===== src/rtl/multiword_subtractor_seq.sv =====
// Sequential wide subtractor: diff = a - b - bin over 8*WORDS bits, one 8-bit slice per clock,
// LSB slice first, with the borrow registered between slices and valid/ready on both sides.
module multiword_subtractor_seq #(
    parameter int WORDS = 4
) (
    input  logic                 clk,
    input  logic                 rst_n,
    input  logic                 in_valid,
    output logic                 in_ready,
    input  logic [8*WORDS-1:0]   a,
    input  logic [8*WORDS-1:0]   b,
    input  logic                 bin,
    output logic                 out_valid,
    input  logic                 out_ready,
    output logic [8*WORDS-1:0]   diff,
    output logic                 bout,
    output logic                 zero
);

    localparam int W     = 8 * WORDS;
    localparam int CNT_W = (WORDS > 1) ? $clog2(WORDS) : 1;

    typedef enum logic [1:0] {IDLE, RUN, DONE} state_t;

    state_t             state;
    logic [W-1:0]       a_reg;
    logic [W-1:0]       b_reg;
    logic [CNT_W-1:0]   cnt;
    logic               borrow;

    logic [7:0]         a_slice;
    logic [7:0]         b_slice;
    logic [8:0]         slice_res;
    logic [W-1:0]       diff_next;
    logic               last;

    // Bit 8 of the 9-bit result is the borrow out of the slice.
    function automatic logic [8:0] sub_slice(input logic [7:0] x, input logic [7:0] y,
                                             input logic bi);
        return {1'b0, x} - {1'b0, y} - {8'd0, bi};
    endfunction

    always_comb begin
        a_slice   = '0;
        b_slice   = '0;
        diff_next = diff;
        for (int k = 0; k < WORDS; k++) begin
            if (cnt == CNT_W'(k)) begin
                a_slice = a_reg[8*k +: 8];
                b_slice = b_reg[8*k +: 8];
            end
        end
        slice_res = sub_slice(a_slice, b_slice, borrow);
        for (int k = 0; k < WORDS; k++) begin
            if (cnt == CNT_W'(k)) begin
                diff_next[8*k +: 8] = slice_res[7:0];
            end
        end
        last = (cnt == CNT_W'(WORDS - 1));
    end

    assign in_ready  = (state == IDLE);
    assign out_valid = (state == DONE);

    always_ff @(posedge clk or negedge rst_n) begin
        if (!rst_n) begin
            state  <= IDLE;
            a_reg  <= '0;
            b_reg  <= '0;
            diff   <= '0;
            bout   <= 1'b0;
            zero   <= 1'b0;
            cnt    <= '0;
            borrow <= 1'b0;
        end else begin
            case (state)
                IDLE: begin
                    if (in_valid) begin
                        a_reg  <= a;
                        b_reg  <= b;
                        borrow <= bin;
                        cnt    <= '0;
                        state  <= RUN;
                    end
                end
                RUN: begin
                    diff   <= diff_next;
                    borrow <= slice_res[8];
                    if (last) begin
                        // zero must see the final slice, so it is taken from diff_next.
                        bout  <= slice_res[8];
                        zero  <= (diff_next == '0);
                        state <= DONE;
                    end else begin
                        cnt <= cnt + 1'b1;
                    end
                end
                DONE: begin
                    if (out_ready) begin
                        state <= IDLE;
                    end
                end
                default: state <= IDLE;
            endcase
        end
    end

endmodule


===== config.mk =====
export PLATFORM = sky130hd
export DESIGN_NAME = multiword_subtractor_seq
export DESIGN_NICKNAME = d
export VERILOG_FILES = /design/src/rtl/multiword_subtractor_seq.sv
export SDC_FILE = /design/constraint.sdc
export NUM_CORES = 1
export LEC_CHECK = 0
export CORE_UTILIZATION = 57
export CTS_BUF_LIST = sky130_fd_sc_hd__clkbuf_4
export CTS_CLUSTER_SIZE = 12
export DETAILED_ROUTE_END_ITERATION = 6
export GPL_TIMING_DRIVEN = 0
export PLACE_DENSITY = 0.92
export SLEW_MARGIN = 20
export SYNTH_ARGS = -nofsm -noshare
export SYNTH_HDL_FRONTEND = slang
export SYNTH_SLANG_ARGS = --single-unit

===== constraint.sdc =====
create_clock -name clk -period 6.15 [get_ports clk]
set_input_delay 0.615 -clock clk [delete_from_list [all_inputs] [get_ports clk]]
set_output_delay 0.615 -clock clk [all_outputs]
set_load 0.1 [all_outputs]

==> results.tsv, run 1 <==
stage	metric	value	unit
outcome	outcome	completed	
yosys	top cells by area, synth	dfrtp_1 (51%), mux2_2 (15%), a21oi_1 (4.8%)	
worst_setup_path	crit path capture type	flop	
clock_tree	TritonCTS clock tree	yes	
worst_setup_path	CP arrival	4.91	ns
clock_tree	post-cts sizing count	0	
grt	antenna violations before repair	0	
cells_and_area	fin nets	673	
yosys	mapped cell area	5050	um2
yosys	most common cell in the synthesized netlist	dfrtp_1	
yosys	cell accounting for the most synthesized area	dfrtp_1	
clock_tree	# H-tree levels	3	
timing	post-route setup TNS	0	ns
worst_setup_path	critical path class	flop to flop	
place	dpl hpwl	9440	um
worst_setup_path	Startpoint Class	flop	
yosys	Synth top area share	51.0	%
drt	Remaining DRCs	0	
worst_setup_path	R2R setup slack	1.62	ns
drt	DR vias/cell	5.91	
drt	1st-pass router iterations	5	
yosys	list of most frequent post-synthesis cells	dfrtp_1 (103), mux2_2 (68), a21oi_1 (48)	
die	Core Footprint	8380	um2
die	Die H	96.2	um
worst_setup_path	CP dominant cell by count	a21oi_1	
die	Die X	96.2	um
place	Port Buffers	104	
cells_and_area	area delta synth->final	26.9	%
worst_setup_path	critical-path cell list	inv_1 -> ha_1 -> clkbuf_1 -> clkbuf_1 -> a21oi_1 -> nor2_1 -> a21oi_1 -> nor2_1 -> a21oi_1 -> fa_1 -> inv_1 -> ha_1 -> a2111oi_4 -> nor3_1 -> nor3_2 -> a31oi_1 -> o31ai_1	
worst_setup_path	slowest CP cell	nor3_2	
worst_setup_path	crit path buf inv count	4	
drt	DRT iter0 DRCs	255	
worst_setup_path	Worst EP required	6.53	ns
die	# rows	33	
clock_tree	# clock sinks	103	
timing	skew final	0.0199	ns
yosys	Yosys reg bits	103	
yosys	syn_nets	556	
yosys	syn avg cell area	10.8	um2
drt	routed len/inst	17.8	um
timing	setup violators final	0	
drt	total number of vias	4112	
timing	Worst Tran Pin Value	0.994	ns
die	Top Ports	105	
clock_tree	Clock Pin Slew Worst Setup and Hold Paths	0.16	ns
drt	Final ANT Viol Nets	0	
timing	max-slew violation count	0	
cells_and_area	share of layout cells above drive strength 1	15.9	%
drt	final WL	12400	um
timing	crit share post-route	73.6	%
yosys	ys async rst share	100	%
timing	Slew HR	33.5	%
clock_tree	number of buffers created by CTS	9	
hold_path	Hold Crit Class	flop to flop	
yosys	Post-synth EDFFs	0	
worst_setup_path	Worst path max stage delay	0.49	ns
yosys	Top FF cell, synth	dfrtp_1	
place	Placed Cells	679	
timing	RSZ-0062 raised after global routing	false	
timing	Fin. Hold Viols	0	
timing	fin crit period	4.53	ns
worst_setup_path	CP delay by family, top	compound AO/OA/AOI/OAI gates	
cells_and_area	ant diodes	0	
timing	max frequency	221	MHz
grt	GRT Total Usage	28.8	%
timing	WHS	0.519	ns
worst_setup_path	Max FO, Critical Path	10	
timing	crit path setup slack, layout	1.62	ns
yosys	Synth cell types	46	
place	pre-CTS WS	1.79	ns
clock_tree	clock tree root buffer cell	clkbuf_4	
cells_and_area	Layout Cells excl Fill	696	
yosys	sequential share of the synthesized area	51.0	%
die	die area	9250	um2
place	global placer's final weighted congestion	0.853	
yosys	Post-Syn Instances	469	
grt	largest net degree at the start of global routing	81	
grt	vias in the first global route	4065	
grt	first-pass GRT wire length	19600	um
clock_tree	clock latency on the worst-skew pair	0.47	ns
die	Initial Utilization	60.3	%
grt	gr ovfl total	0	
clock_tree	clk buf depth	2	
yosys	Ys Warns	0	
flow_run	Max-Cap Viols	0	
worst register-to-register path, stage by stage, from the launching register on:
cell       delay [ns]
dfrtp_1          0.45
inv_1            0.12
ha_1             0.23
clkbuf_1         0.46
clkbuf_1         0.39
a21oi_1          0.14
nor2_1           0.14
a21oi_1          0.07
nor2_1           0.12
a21oi_1          0.07
fa_1             0.38
inv_1            0.11
ha_1             0.29
a2111oi_4        0.44
nor3_1           0.16
nor3_2           0.49
a31oi_1          0.14
o31ai_1          0.24
cells in the final DEF, fill, tap and decap left out, types with 2 or more instances in the layout:
cell type / netlist / routed
a211oi_1: 2 / 2
a21oi_1: 48 / 48
a22o_1: 3 / 3
and2_1: 2 / 2
and3_1: 16 / 16
buf_1: 2 / 2
buf_6: 1 / 2
clkbuf_1: 22 / 22
clkbuf_4: 0 / 9
clkdlybuf4s50_1: 0 / 103
clkinvlp_4: 0 / 2
dfrtp_1: 103 / 103
fa_1: 2 / 2
ha_1: 16 / 16
inv_1: 19 / 19
inv_8: 0 / 2
mux2_2: 68 / 68
nand2_1: 43 / 43
nand2b_1: 4 / 4
nor2_1: 31 / 31
nor2b_1: 3 / 3
nor3_1: 6 / 6
nor4_1: 6 / 6
o21a_1: 3 / 3
o21ai_0: 38 / 38
o21bai_1: 2 / 2
xnor2_1: 5 / 5
xor2_1: 2 / 2
what timing repair did:
action | in CTS | in global routing
setup buffers | 0 | 0
hold buffers | 1 | 0
hold endpoints to repair | 23 | 0
worst paths after layout:
check | depth (start not counted) | from | endpoint
worst max-delay path | 17 | cnt[1] | zero
min in group asynchronous | 2 | rst_n | diff[10]
worst max register to register | 17 | cnt[1] | zero
worst min-delay path | 2 | diff[31] | diff[31]
worst min register to register | 2 | diff[31] | diff[31]
max in group asynchronous | 3 | rst_n | a_reg[12]
cell type report:
type / count / area (um2)
repair buffers: 106 / 1080
multi-input cells: 322 / 2300
well taps: 105 / 131
flip-flops and latches: 103 / 2580
fillers: 530 / 1970
clock buffers: 9 / 67.6
clock inverters: 7 / 80.1
plain buffers: 25 / 101
inverters: 19 / 71.3
metrics by stage:
step,instance area [um2],utilization [%]
finish,6410,76.5
global route,6410,76.5
CTS,6410,76.5
detailed placement,6260,74.6
global placement,6230,74.3
floorplan,5050,-
logic make-up after synthesis:
| logic type | synth area share (%) |
|---|---|
| AOI/OAI and AO/OA | 13.2 |
| xor gates and xnor gates | 1.21 |
| adders and majority gates | 4.75 |
| buffers and inverters | 3.42 |
| DFF | 51.0 |
| muxes | 15.3 |
| and+or+nand+nor | 11.1 |
per-layer routing:
| metal | up-vias | wire length, um | GRT usage, % |
|---|---|---|---|
| met2 | 193 | 6300 | 50.2 |
| met1 | 2008 | 4900 | 35.1 |
| met5 | - | 0 | 0 |
| li1 | 1879 | - | - |
| met4 | 0 | 395 | 13.4 |
| met3 | 32 | 811 | 4.03 |
Power of run 1 is not shown: default switching activity piles up to over one toggle a cycle in this logic, so the estimate is an artifact.
==> run 2, diff against run 1 <==
- CORE_UTILIZATION: 57 -> 53
- PLACE_DENSITY: 0.92 -> 0.86
- clock period: 6.15 -> 4.6 ns (I/O delays scaled with it)
==> run 2 against run 1 <==
Clock-buffer cell count did not move. Critical path depth rose by 1. Final cell count rose by 3.4%. Die area rose by 7.4%. Core utilization fell by 6.7 points. Fmax rose by 7.2%. Via count fell by 2.3%. Critical endpoint is now borrow. Highest routed layer unchanged.
==> results.tsv, run 2 (synthesis results as in run 1) <==
stage	metric	value	unit
outcome	outcome	completed	
timing	RSZ-0062 raised after global routing	false	
cells_and_area	ant diodes	0	
clock_tree	number of buffers created by CTS	9	
cells_and_area	share of layout cells above drive strength 1	16.6	%
clock_tree	clock latency on the worst-skew pair	0.47	ns
worst_setup_path	Worst EP required	4.95	ns
worst_setup_path	reg2reg start	cnt[0]	
die	Die H	99.7	um
grt	gr ovfl total	0	
place	dpl hpwl	9580	um
timing	skew final	0.0158	ns
timing	max-slew violation count	0	
place	global placer's final weighted congestion	0.849	
flow_run	Max-Cap Viols	0	
cells_and_area	multi-input combinational cell area	2300	um2
grt	GRT Total Usage	26.4	%
grt	met2 Use GR	45.5	%
die	Core Footprint	9240	um2
clock_tree	# H-tree levels	3	
clock_tree	Clock Pin Slew Worst Setup and Hold Paths	0.17	ns
drt	Remaining DRCs	0	
grt	GRT busiest layer	met2	
worst_setup_path	reg2reg path depth	18	
grt	vias in the first global route	4263	
worst_setup_path	Reg-to-Reg End	borrow	
timing	Slew HR	34.6	%
timing	fin crit period	4.22	ns
cells_and_area	fin nets	673	
timing	Worst Tran Pin Value	0.978	ns
hold_path	Hold Crit Class	primary input to async pin	
clock_tree	TritonCTS clock tree	yes	
drt	Final ANT Viol Nets	0	
worst_setup_path	CP arrival	4.58	ns
drt	1st-pass router iterations	5	
die	Initial Utilization	54.7	%
place	Port Buffers	104	
clock_tree	# clock sinks	103	
die	Top Ports	105	
cells_and_area	Layout fillers	657	
clock_tree	clk buf depth	2	
worst_setup_path	critical path class	flop to flop	
timing	setup violators final	0	
drt	final WL	12300	um
grt	Global Route met1 Usage	32.1	%
cells_and_area	commonest cells after routing, fill and taps aside	dfrtp_1 (103), clkdlybuf4s50_1 (103), mux2_2 (68)	
cells_and_area	FF+latch area	2580	um2
clock_tree	clock tree root buffer cell	clkbuf_4	
worst_setup_path	Max FO, Critical Path	10	
drt	total number of vias	4018	
grt	largest net degree at the start of global routing	66	
drt	DR vias/cell	5.58	
drt	DRT iter0 DRCs	144	
cells_and_area	area delta synth->final	27.7	%
grt	M3 GR Usage	4.92	%
die	die area	9930	um2
worst_setup_path	R2R setup slack	0.38	ns
timing	crit share post-route	91.8	%
grt	first-pass GRT wire length	20400	um
timing	WHS	0.448	ns
grt	antenna violations before repair	0	
timing	max frequency	237	MHz
timing	Fin. Hold Viols	0	
die	Die X	99.7	um
worst_setup_path	crit path capture type	flop	
drt	routed len/inst	17.0	um
die	# rows	35	
worst_setup_path	Startpoint Class	flop	
run 2: how the worst max path moves through the flow:
| stage | start | slack (ns) | endpoint | cells past startpoint |
|---|---|---|---|---|
| floorplan | cnt[1] | 0.96 | bout | 18 |
| global placement | rst_n | -0.57 | b_reg[29] | 1 |
| detailed placement | cnt[1] | 0.22 | borrow | 18 |
| CTS | cnt[1] | 0.13 | zero | 17 |
| global route | cnt[1] | 0.02 | zero | 17 |
| finish | cnt[0] | 0.38 | borrow | 18 |
run 2: what timing repair did:
action / 4_1_cts / 5_1_grt
hold endpoints to repair: 38 / 0
buffers inserted: 0 / 0
gates resized for setup: 0 / 6
hold buffers: 1 / 0
setup endpoints to repair: 0 / 5
run 2: critical path, stage by stage (launching register included):
cell      delay, ns
dfrtp_1        0.47
inv_1          0.12
ha_1           0.21
clkbuf_1       0.44
and3_1         0.25
a21oi_1        0.05
nor2_1         0.10
a21oi_1        0.06
o21ai_0        0.31
fa_1           0.23
inv_1          0.06
fa_1           0.42
nand2b_1       0.18
a311o_1        0.36
a21oi_1        0.25
o21bai_1       0.09
a21oi_1        0.19
xnor2_1        0.21
a21oi_1        0.12
run 2: layout make-up:
class	instances	share of cell area, %
Sequential cell	103	39.9
Multi-Input combinational cell	322	35.7
Timing Repair Buffer	106	16.7
Tap cell	129	2.50
Buffer	25	1.63
Clock inverter	7	1.36
Inverter	19	1.10
Clock buffer	9	1.05
run 2: metal layers:
layer  up-vias  part of all wire, %
met5         -                    0
met4         0                  3.7
met3        38                  5.9
met2       175                   50
met1      1932                   41
li1       1873                    -
run 2: per-stage QoR:
| step | setup slack [ns] | util (%) | std cells | TNS [ns] | instance area (um2) |
|---|---|---|---|---|---|
| after global routing | 0.0211 | 69.9 | 720 | 0 | 6450 |
| final | 0.376 | 69.9 | 720 | 0 | 6450 |
| after floorplan | 0.965 | - | 469 | 0 | 5050 |
| after CTS | 0.131 | 69.8 | 720 | 0 | 6450 |
| after global placement | -0.570 | 67.7 | 702 | -57.85 | 6260 |
| after detailed placement | 0.222 | 68.0 | 703 | 0 | 6290 |
Power of run 2 is left out for the same reason.
==> run 3, diff against run 2 <==
- CORE_ASPECT_RATIO: default -> 1.75
- CORE_MARGIN: default -> 4
- CORE_UTILIZATION: 53 -> 50
- PLACE_DENSITY: 0.86 -> 0.82
==> run 3 against run 2 <==
Wire length rose by 2.7%. Hold slack got worse by 0.038 ns. Core utilization fell by 4.8 points. Non-clock buffer count did not move. Sequential share of layout area rose by 0.30 points. Final cell count fell by 0.56%. Register-to-register slack barely moved. Clock skew fell by 0.0015 ns.
==> results.tsv, run 3 (synthesis results as in run 1) <==
stage	metric	value	unit
outcome	outcome	completed	
worst_setup_path	critical-path cell list	inv_1 -> ha_1 -> clkbuf_1 -> and3_1 -> a21oi_1 -> nor2_1 -> a21oi_1 -> o21ai_0 -> fa_1 -> inv_1 -> fa_1 -> xnor2_1 -> and3_1 -> o211ai_1 -> nor4_1 -> o2111ai_1 -> o31ai_1	
worst_setup_path	R2R setup slack	0.38	ns
timing	setup violators final	0	
timing	max frequency	237	MHz
die	Initial Utilization	51.3	%
worst_setup_path	crit path buf inv count	3	
clock_tree	TritonCTS clock tree	yes	
place	global placer's final weighted congestion	0.852	
worst_setup_path	reg2reg path depth	17	
grt	vias in the first global route	4239	
timing	Slew HR	34.7	%
cells_and_area	fin nets	673	
worst_setup_path	CP delay by family, top	compound AO/OA/AOI/OAI gates	
clock_tree	number of buffers created by CTS	9	
cells_and_area	final core utilization	65.0	%
place	Port Buffers	104	
grt	antenna violations before repair	0	
clock_tree	clock tree root buffer cell	clkbuf_4	
timing	crit share post-route	91.7	%
clock_tree	# clock sinks	103	
timing	max-slew violation count	0	
timing	WHS	0.410	ns
die	# rows	48	
hold_path	Hold Crit Class	primary input to async pin	
drt	final WL	12600	um
timing	fin crit period	4.22	ns
worst_setup_path	reg2reg start	cnt[0]	
die	Top Ports	105	
clock_tree	clock latency on the worst-skew pair	0.47	ns
clock_tree	post-CTS setup repair buffer count	0	
worst_setup_path	Worst path max stage delay	0.45	ns
grt	largest net degree at the start of global routing	76	
die	die area	11800	um2
worst_setup_path	Worst EP required	4.97	ns
drt	1st-pass router iterations	4	
drt	Final ANT Viol Nets	0	
grt	gr ovfl total	0	
clock_tree	# H-tree levels	3	
worst_setup_path	slowest CP cell	dfrtp_1	
drt	DRT iter0 DRCs	132	
worst_setup_path	Reg-to-Reg End	zero	
timing	post-route setup TNS	0	ns
worst_setup_path	crit path capture type	flop	
worst_setup_path	CP arrival	4.59	ns
flow_run	Max-Cap Viols	0	
drt	Remaining DRCs	0	
cells_and_area	share of layout cells above drive strength 1	16.4	%
drt	total number of vias	4003	
cells_and_area	commonest cells after routing, fill and taps aside	dfrtp_1 (103), clkdlybuf4s50_1 (103), mux2_2 (68)	
timing	Worst Tran Pin Value	0.976	ns
worst_setup_path	Startpoint Class	flop	
die	Die X	84.0	um
cells_and_area	ant diodes	0	
die	Die H	141	um
place	dpl hpwl	9920	um
worst_setup_path	critical path class	flop to flop	
clock_tree	Clock Pin Slew Worst Setup and Hold Paths	0.15	ns
drt	routed len/inst	17.6	um
timing	skew final	0.0143	ns
die	Core Footprint	9850	um2
timing	Fin. Hold Viols	0	
cells_and_area	area delta synth->final	26.7	%
clock_tree	clk buf depth	2	
timing	RSZ-0062 raised after global routing	false	
drt	DR vias/cell	5.59	
grt	first-pass GRT wire length	20100	um
worst_setup_path	Max FO, Critical Path	10	
grt	GRT Total Usage	21.7	%
==> run 3: cell types whose count changed in the layout (fill, tap and decap cells not counted), sizes merged <==
cell	previous run	this run
inv	23	20
bufinv	1	0
clkinv	2	5
clkbuf	31	32
==> run 3: cell type report <==
class / count / area (um2)
multi-input combinational: 322 / 2300
fill: 805 / 3440
timing repair buffer: 106 / 1080
tap: 125 / 156
inverter: 19 / 71.3
clock inverter: 6 / 36.3
buffer: 25 / 105
sequential: 103 / 2580
clock buffer: 10 / 75.1
==> run 3: worst reg2reg max path: cells and delay by family, from the launching register on <==
family	cells	cell delay (ns)
fa+ha+maj	3	0.86
buf+inv	3	0.61
compound gates	6	0.99
xor+xnor	1	0.39
simple gates	4	0.83
flops	1	0.45
==> run 3: stage by stage <==
step	area, um2	cells	worst slack, ns
floorplan	5050	469	0.965
global placement	6250	698	-0.544
detailed placement	6280	699	0.128
CTS	6400	716	0.0887
global route	6410	716	0.0101
finish	6410	716	0.382
==> run 3: how the worst max path moves through the flow <==
| stage | start | end | slack [ns] | depth (start not counted) |
|---|---|---|---|---|
| final | cnt[0] | zero | 0.38 | 17 |
| after global routing | cnt[1] | bout | 0.01 | 19 |
| after CTS | cnt[1] | zero | 0.09 | 17 |
| after detailed placement | cnt[1] | borrow | 0.13 | 18 |
| after global placement | rst_n | b_reg[12] | -0.54 | 1 |
| after floorplan | cnt[1] | bout | 0.96 | 18 |
==> run 3: timing repair <==
item / in CTS / in global routing
endpoints found under the hold margin: 28 / 0
resized for setup: 0 / 6
hold buffers: 1 / 0
endpoints found under the setup margin: 0 / 11
==> run 3: per-layer routing <==
| metal | global-route usage [%] | part of all wire [%] | up-vias |
|---|---|---|---|
| met5 | 0 | 0 | - |
| met4 | 13.2 | 5.8 | 0 |
| met3 | 4.15 | 5.7 | 44 |
| met2 | 40.7 | 54 | 152 |
| met1 | 21.7 | 34 | 1931 |
| li1 | - | - | 1876 |
Power of run 3 is left out for the same reason.
